<file path="src/rtl/flow_ctrl_multi_pkg.sv">
// flow_ctrl_multi_pkg: shared definitions for the multi-channel FIFO flow controller.
//   ch_state_e      one-hot per-channel FSM state encoding (6 bits)
//   ERR_CNT_W/MAX   width and saturation value of the error-entry counter
//   occ_* helpers   occupancy threshold checks used by every channel
package flow_ctrl_multi_pkg;

  typedef enum logic [5:0] {
    ST_INIT    = 6'b000001,
    ST_IDLE    = 6'b000010,
    ST_ACTIVE  = 6'b000100,
    ST_PAUSE   = 6'b001000,
    ST_ERROR   = 6'b010000,
    ST_RECOVER = 6'b100000
  } ch_state_e;

  localparam int unsigned ERR_CNT_W   = 8;
  localparam logic [7:0]  ERR_CNT_MAX = 8'hFF;

  // Anything at or beyond DEPTH counts as full (overflowed counters included).
  function automatic logic occ_full(input int unsigned occ, input int unsigned depth);
    return occ >= depth;
  endfunction

  function automatic logic occ_almost_full(input int unsigned occ, input int unsigned af_th);
    return occ >= af_th;
  endfunction

  function automatic logic occ_almost_empty(input int unsigned occ, input int unsigned ae_th);
    return occ <= ae_th;
  endfunction

endpackage

</file>
<file path="src/rtl/flow_ctrl_ch.sv">
// flow_ctrl_ch: supervisor FSM for one FIFO channel (INIT/IDLE/ACTIVE/PAUSE/ERROR/RECOVER).
//   clk, reset        clock, synchronous active-high reset
//   i_iniciar         start request (level)
//   i_en              channel enable; low forces INIT
//   i_clear_error     leaves ERROR towards RECOVER
//   i_occ             FIFO word count
//   o_continuar/o_pausa/o_error_full/o_idle  registered Moore outputs
//   o_stall           registered: channel is in PAUSE, ERROR or RECOVER
//   o_enter_err_c     combinational: channel enters ERROR at the next edge
module flow_ctrl_ch
  import flow_ctrl_multi_pkg::*;
#(
  parameter int unsigned CNT_W = 5,
  parameter int unsigned DEPTH = 16,
  parameter int unsigned AF_TH = 12,
  parameter int unsigned AE_TH = 4
) (
  input  logic             clk,
  input  logic             reset,
  input  logic             i_iniciar,
  input  logic             i_en,
  input  logic             i_clear_error,
  input  logic [CNT_W-1:0] i_occ,
  output logic             o_continuar,
  output logic             o_pausa,
  output logic             o_error_full,
  output logic             o_idle,
  output logic             o_stall,
  output logic             o_enter_err_c
);

  ch_state_e r_state;
  ch_state_e w_next;
  logic      w_full;
  logic      w_af;
  logic      w_ae;
  logic      w_empty;

  assign w_full  = occ_full(32'(i_occ), DEPTH);
  assign w_af    = occ_almost_full(32'(i_occ), AF_TH);
  assign w_ae    = occ_almost_empty(32'(i_occ), AE_TH);
  assign w_empty = (i_occ == '0);

  // Next-state rules; disable outranks everything except reset.
  always_comb begin
    w_next = r_state;
    if (!i_en) begin
      w_next = ST_INIT;
    end else begin
      unique case (r_state)
        ST_INIT:    w_next = i_iniciar ? ST_IDLE : ST_INIT;
        ST_IDLE:    w_next = w_full ? ST_ERROR : (!w_empty ? ST_ACTIVE : ST_IDLE);
        ST_ACTIVE: begin
          if (w_full)       w_next = ST_ERROR;
          else if (w_af)    w_next = ST_PAUSE;
          else if (w_empty) w_next = ST_IDLE;
          else              w_next = ST_ACTIVE;
        end
        ST_PAUSE:   w_next = w_full ? ST_ERROR : (w_ae ? ST_ACTIVE : ST_PAUSE);
        ST_ERROR:   w_next = i_clear_error ? ST_RECOVER : ST_ERROR;
        ST_RECOVER: w_next = ST_IDLE;
        default:    w_next = ST_INIT;
      endcase
    end
  end

  assign o_enter_err_c = (w_next == ST_ERROR) && (r_state != ST_ERROR);

  // State and outputs registered together so outputs track the state register.
  always_ff @(posedge clk) begin
    if (reset) begin
      r_state      <= ST_INIT;
      o_continuar  <= 1'b0;
      o_pausa      <= 1'b0;
      o_error_full <= 1'b0;
      o_idle       <= 1'b0;
      o_stall      <= 1'b0;
    end else begin
      r_state      <= w_next;
      o_continuar  <= (w_next == ST_ACTIVE);
      o_pausa      <= (w_next == ST_PAUSE) || (w_next == ST_RECOVER);
      o_error_full <= (w_next == ST_ERROR);
      o_idle       <= (w_next == ST_IDLE);
      o_stall      <= (w_next == ST_PAUSE) || (w_next == ST_ERROR) || (w_next == ST_RECOVER);
    end
  end

endmodule

</file>
<file path="src/rtl/flow_ctrl_multi.sv">
// flow_ctrl_multi: NUM_CH independent FIFO flow supervisors plus global status.
//   clk, reset      clock, synchronous active-high reset
//   iniciar         start request, ch_en per-channel enable, clear_error error acknowledge
//   occupancy       packed per-channel word counts, channel i at [i*CNT_W +: CNT_W]
//   continuar/pausa/error_full/idle  per-channel flow status
//   any_error       OR of error_full; all_idle AND of idle over enabled channels
//   err_cnt         saturating count of ERROR entries
module flow_ctrl_multi
  import flow_ctrl_multi_pkg::*;
#(
  parameter int unsigned NUM_CH    = 4,
  parameter int unsigned DEPTH     = 16,
  parameter int unsigned CNT_W     = 5,
  parameter int unsigned AF_TH     = 12,
  parameter int unsigned AE_TH     = 4,
  parameter int unsigned PAUSE_ALL = 0
) (
  input  logic                    clk,
  input  logic                    reset,
  input  logic                    iniciar,
  input  logic [NUM_CH-1:0]       ch_en,
  input  logic                    clear_error,
  input  logic [NUM_CH*CNT_W-1:0] occupancy,
  output logic [NUM_CH-1:0]       continuar,
  output logic [NUM_CH-1:0]       pausa,
  output logic [NUM_CH-1:0]       error_full,
  output logic [NUM_CH-1:0]       idle,
  output logic                    any_error,
  output logic                    all_idle,
  output logic [ERR_CNT_W-1:0]    err_cnt
);

  localparam int unsigned SUM_W = 16;

  logic [NUM_CH-1:0]    w_cont;
  logic [NUM_CH-1:0]    w_paus;
  logic [NUM_CH-1:0]    w_err;
  logic [NUM_CH-1:0]    w_idle;
  logic [NUM_CH-1:0]    w_stall;
  logic [NUM_CH-1:0]    w_enter;
  logic [NUM_CH-1:0]    w_live;
  logic                 w_glob;
  logic [SUM_W-1:0]     w_n_enter;
  logic [SUM_W-1:0]     w_sum;
  logic [ERR_CNT_W-1:0] r_err_cnt;

  for (genvar g = 0; g < NUM_CH; g++) begin : g_ch
    flow_ctrl_ch #(
      .CNT_W (CNT_W),
      .DEPTH (DEPTH),
      .AF_TH (AF_TH),
      .AE_TH (AE_TH)
    ) u_ch (
      .clk           (clk),
      .reset         (reset),
      .i_iniciar     (iniciar),
      .i_en          (ch_en[g]),
      .i_clear_error (clear_error),
      .i_occ         (occupancy[g*CNT_W +: CNT_W]),
      .o_continuar   (w_cont[g]),
      .o_pausa       (w_paus[g]),
      .o_error_full  (w_err[g]),
      .o_idle        (w_idle[g]),
      .o_stall       (w_stall[g]),
      .o_enter_err_c (w_enter[g])
    );
  end

  // Number of channels entering ERROR at the coming edge.
  always_comb begin
    w_n_enter = '0;
    for (int unsigned i = 0; i < NUM_CH; i++) begin
      w_n_enter = w_n_enter + SUM_W'(w_enter[i]);
    end
  end

  assign w_sum = SUM_W'(r_err_cnt) + w_n_enter;

  // Saturating error-entry counter.
  always_ff @(posedge clk) begin
    if (reset) begin
      r_err_cnt <= '0;
    end else if (w_sum > SUM_W'(ERR_CNT_MAX)) begin
      r_err_cnt <= ERR_CNT_MAX;
    end else begin
      r_err_cnt <= w_sum[ERR_CNT_W-1:0];
    end
  end

  // Global pause: channels still in INIT keep all outputs low.
  assign w_live     = w_cont | w_paus | w_err | w_idle;
  assign w_glob     = (PAUSE_ALL != 0) && (|(w_stall & ch_en));
  assign pausa      = w_paus | (w_live & {NUM_CH{w_glob}});
  assign continuar  = w_cont & ~{NUM_CH{w_glob}};
  assign error_full = w_err;
  assign idle       = w_idle;
  assign any_error  = |w_err;
  assign all_idle   = &(w_idle | ~ch_en);
  assign err_cnt    = r_err_cnt;

endmodule

</file>
<file path="config.mk">
export PLATFORM = sky130hd
export DESIGN_NAME = flow_ctrl_multi
export DESIGN_NICKNAME = d
export VERILOG_FILES = /design/src/rtl/flow_ctrl_multi_pkg.sv /design/src/rtl/flow_ctrl_ch.sv /design/src/rtl/flow_ctrl_multi.sv
export SDC_FILE = /design/constraint.sdc
export NUM_CORES = 1
export LEC_CHECK = 0
export BUFFER_PORTS_ARGS = -buffer_cell sky130_fd_sc_hd__buf_2
export CAP_MARGIN = 20
export CORE_MARGIN = 2
export CORE_UTILIZATION = 50
export DETAILED_ROUTE_END_ITERATION = 12
export HOLD_SLACK_MARGIN = 0.12
export PLACE_DENSITY = 0.74
export SYNTH_ARGS = -nofsm -noshare
export SYNTH_HDL_FRONTEND = slang
export SYNTH_SLANG_ARGS = --single-unit
</file>
<file path="constraint.sdc">
create_clock -name clk -period 6.8 [get_ports clk]
set_input_delay 0.68 -clock clk [delete_from_list [all_inputs] [get_ports clk]]
set_output_delay 0.68 -clock clk [all_outputs]
set_load 0.02 [all_outputs]
</file>
==> results_tabular.tex <==
\begin{tabular}{lr}
\hline
Metric & Value \\
\hline
\multicolumn{2}{l}{\textbf{Outcome}} \\
Status & complete, no violations \\
\multicolumn{2}{l}{\textbf{Floorplanning}} \\
Core ar. & around 5000 um\^{}2 \\
Total die area & 5850 um\^{}2 \\
Die boundary width & 76.5 um \\
Initial core utilization & between 50\% and 60\% \\
Number of primary I/O pins & 54 \\
Vertical die dimension & roughly 76 um \\
Cell row count & 26 \\
\multicolumn{2}{l}{\textbf{Pwr}} \\
IR drop worst, VDD & 0.111 mV \\
Pint & 414 uW \\
Part of the power in combinational logic & 8.5\% \\
Portion of total power attributed to sequential cells & 53.7\% \\
Ratio of total power to cell area & 186 nW/um\^{}2 \\
Static leakage & 0.00120 uW \\
Proportion of power drawn by the clock network & 37.7\% \\
Switching pwr & approximately 130 uW \\
Switching share of total power & a little under a quarter \\
\multicolumn{2}{l}{\textbf{Route}} \\
Average wire length per cell after detail routing & around 13 um \\
ANT nets after route & 0 \\
Number of search-and-repair iterations in the first detailed-routing pass & 4 \\
Number of vias after detailed routing & 2,299 \\
Vias per cell & 5.54 \\
Total length of routed wires & 5430 um \\
DRC violation count after routing & 0 \\
Iteration-0 DRC Markers & 96 \\
\multicolumn{2}{l}{\textbf{STA}} \\
Total negative slack & 0 ns \\
Post-layout min period & 3.22 ns \\
Total setup violations reported at the end of the flow & 0 \\
Post-route clock period utilization & between 40\% and 50\% \\
Fmax & 0.311 GHz \\
RSZ-0062 raised after global routing & no \\
Measured slew at the worst slew-check pin & 0.591 ns \\
Max-slew violation total from the final report & 0 \\
Clock skew & 0.0114 ns \\
Hold violation total from the final report & 0 \\
Worst slew slack as a fraction of its limit & 59.6\% \\
\multicolumn{2}{l}{\textbf{Layout}} \\
Final net count & 376 \\
Number of fill cells in the layout & about 500 \\
Growth of design area from synthesis to finish & 10.8\% \\
Post-Route Utilization & 57.3\% \\
Ratio of cells with drive above 1 in the final layout & roughly a fifth \\
\# diodes & 0 \\
\multicolumn{2}{l}{\textbf{Yosys}} \\
Proportion of register bits with asynchronous set or reset after synthesis & 0\% \\
Biggest area contributors in the synthesized netlist & dfxtp\_1 (37\%), a21oi\_1 (4.6\%), buf\_4 (4.6\%) \\
Top cells by instance count after synthesis & dfxtp\_1 (48), a21oi\_1 (24), nor2\_1 (23), nand2b\_1 (17), buf\_4 (16) \\
Count of distinct cell types in the synthesized netlist & 53 \\
Cell count after synthesis & 312 \\
Sequential-to-total area share from yosys stat & a little over a third \\
Top cell type's share of synthesized area & 36.6\% \\
Mapped Nets & 344 \\
Total standard cell area after synthesis & between 2000 and 3000 um\^{}2 \\
Leading area contributor after synthesis & dfxtp\_1 \\
Top FF cell, synth & dfxtp\_1 \\
Number of synthesis warnings & 0 \\
Dominant cell by count in the synthesized netlist & dfxtp\_1 \\
Number of storage elements in the synthesis netlist & 48 \\
Synthesized area per cell & 8.42 um\^{}2 \\
Post-synth EDFFs & 0 \\
\multicolumn{2}{l}{\textbf{Setup path}} \\
Type of element launching the critical path & register \\
CP max stage delay & between 0.4 and 0.5 ns \\
Cell with the most instances on the worst path & fa\_1 \\
Required time at the worst-slack endpoint & 6.99 ns \\
Critical path start-end classification & reg -> reg \\
Capturing element type of the critical path & register \\
Largest fanout on the critical path & 7 \\
Cell with the largest stage delay on the worst path & fa\_1 \\
Cell breakdown of the critical path & nor3\_1 -> o2111ai\_1 -> or2\_1 -> fa\_1 -> inv\_1 -> fa\_1 -> fa\_1 -> and3\_1 -> o21ai\_0 -> nor2\_1 \\
Critical path arrival & 3.41 ns \\
\multicolumn{2}{l}{\textbf{Clocking}} \\
H-Tree Depth & 2 \\
Total number of clock tree sinks & between 40 and 50 \\
Number of buffers created by CTS & 5 \\
Clock edge transition at the registers on the reported setup and hold paths & 0.09 ns \\
Count of cells resized by post-cts repair & 0 \\
CTS tree & yes \\
Clock insertion delay at the later pin of the skew report & 0.30 ns \\
Post-CTS setup buffers & 0 \\
Cell at the root of the clock tree & clkbuf\_8 \\
Buffer depth of the longest clock path & 2 \\
Total of hold buffers inserted after clock tree synthesis & 0 \\
\multicolumn{2}{l}{\textbf{Global route}} \\
Largest net degree at the start of global routing & 15 \\
Final global-route overflow total & 0 \\
First-pass GRT wire length & 9230 um \\
Met3 track demand over resource & between 4 and 5\% \\
Global routing usage on met2 & 29.7\% \\
Initial antenna violation count & 0 \\
GR peak layer & met2 \\
Number of global-route vias before repair & 2,001 \\
Global routing met1 resource utilization & between 20\% and 30\% \\
Global Route Usage Sum & 19.0\% \\
\multicolumn{2}{l}{\textbf{Placed design}} \\
Count of buffers inserted at the top-level ports & 53 \\
Hpwl dp & 4030 um \\
Gpl congestion & $\sim$0.85 \\
\multicolumn{2}{l}{\textbf{Hold path}} \\
Worst hold-check path type & reg -> reg \\
\multicolumn{2}{l}{\textbf{Flow run}} \\
Max-cap violation count & 0 \\
\hline
\end{tabular}
## through the flow
step,total power (uW),hold WS [ns],cells,setup slack (ns),area (um^2)
after global routing,565,0.618,415,3.37,2910
after CTS,545,0.566,415,3.59,2910
after global placement,342,0.536,407,3.60,2800
after detailed placement,343,0.545,407,3.55,2800
final,541,0.558,415,3.58,2910
after floorplan,326,0.517,312,3.77,2630
## cells in the final DEF (no fill, tap or decap), types with 8 or more instances in the layout
cell type / Yosys / layout
nand2_1: 12 / 12
o21ai_0: 10 / 10
nor2b_1: 8 / 8
nand3_1: 9 / 9
nor4_1: 8 / 8
buf_2: 3 / 53
inv_1: 11 / 11
nor3_1: 15 / 15
and3_1: 8 / 8
a21oi_1: 24 / 24
dfxtp_1: 48 / 48
nand2b_1: 17 / 17
nor2_1: 23 / 23
## critical path: cells and delay by family, from the launching register on
kind                     cells  cell delay, ns
AO/OA/AOI/OAI                2            0.38
adder cells (fa/ha/maj)      3            1.43
buffers and inverters        1            0.06
flip-flops                   1            0.38
AND/OR/NAND/NOR              4            0.85
## per-layer routing
metal / vias to the layer above / wire, um
met1: 1055 / 2690
met2: 70 / 2350
met5: - / 0
met3: 5 / 322
met4: 0 / 65
li1: 1169 / -
## state kept, by name, indices dropped and copies added, names as in the netlist
name,count
g_ch.u_ch.o_idle,4
err_cnt,8
g_ch.u_ch.o_error_full,4
g_ch.u_ch.o_pausa,4
g_ch.u_ch.o_continuar,4
g_ch.u_ch.r_state,24
## final timing paths
check / start / endpoint / slack (ns) / cells past startpoint
max reg2reg: g_ch[2].u_ch.r_state[5]$_SDFF_PP0_ / err_cnt[4]$_SDFF_PP0_ / 3.58 / 10
max: g_ch[2].u_ch.r_state[5]$_SDFF_PP0_ / err_cnt[4]$_SDFF_PP0_ / 3.58 / 10
min reg2reg: err_cnt[4]$_SDFF_PP0_ / err_cnt[4]$_SDFF_PP0_ / 0.56 / 2
min: err_cnt[4]$_SDFF_PP0_ / err_cnt[4]$_SDFF_PP0_ / 0.56 / 2
## power groups by stage
stage	sequential [uW]	combinational, uW	clock [uW]
after floorplan	294	32.2	0
after global placement	297	44.9	0
after detailed placement	297	45.7	0
after CTS	290	46.1	208
after global routing	292	51.6	222
final	291	46.1	204
## area by class of cell
type                    count  area [um^2]  area share (%)
clock buffers               6         72.6            2.49
clock inverters             2         35.0            1.20
inverters                  13         48.8            1.68
multi-input cells         223         1440            49.5
flip-flops and latches     48          961            33.0
well taps                  70         87.6            3.01
repair buffers             53          265            9.11
## kinds of logic (layout without fill, tap and decap cells)
family,after synthesis,count (layout),synth area share (%)
mux,6,6,2.33
buf+inv,41,74,8.58
simple gates,134,134,29.7
flops,48,48,36.6
compound gates,70,70,17.1
fa+ha+maj,4,4,2.76
xor+xnor,9,9,3.00
(Power assumes the default switching activity.)
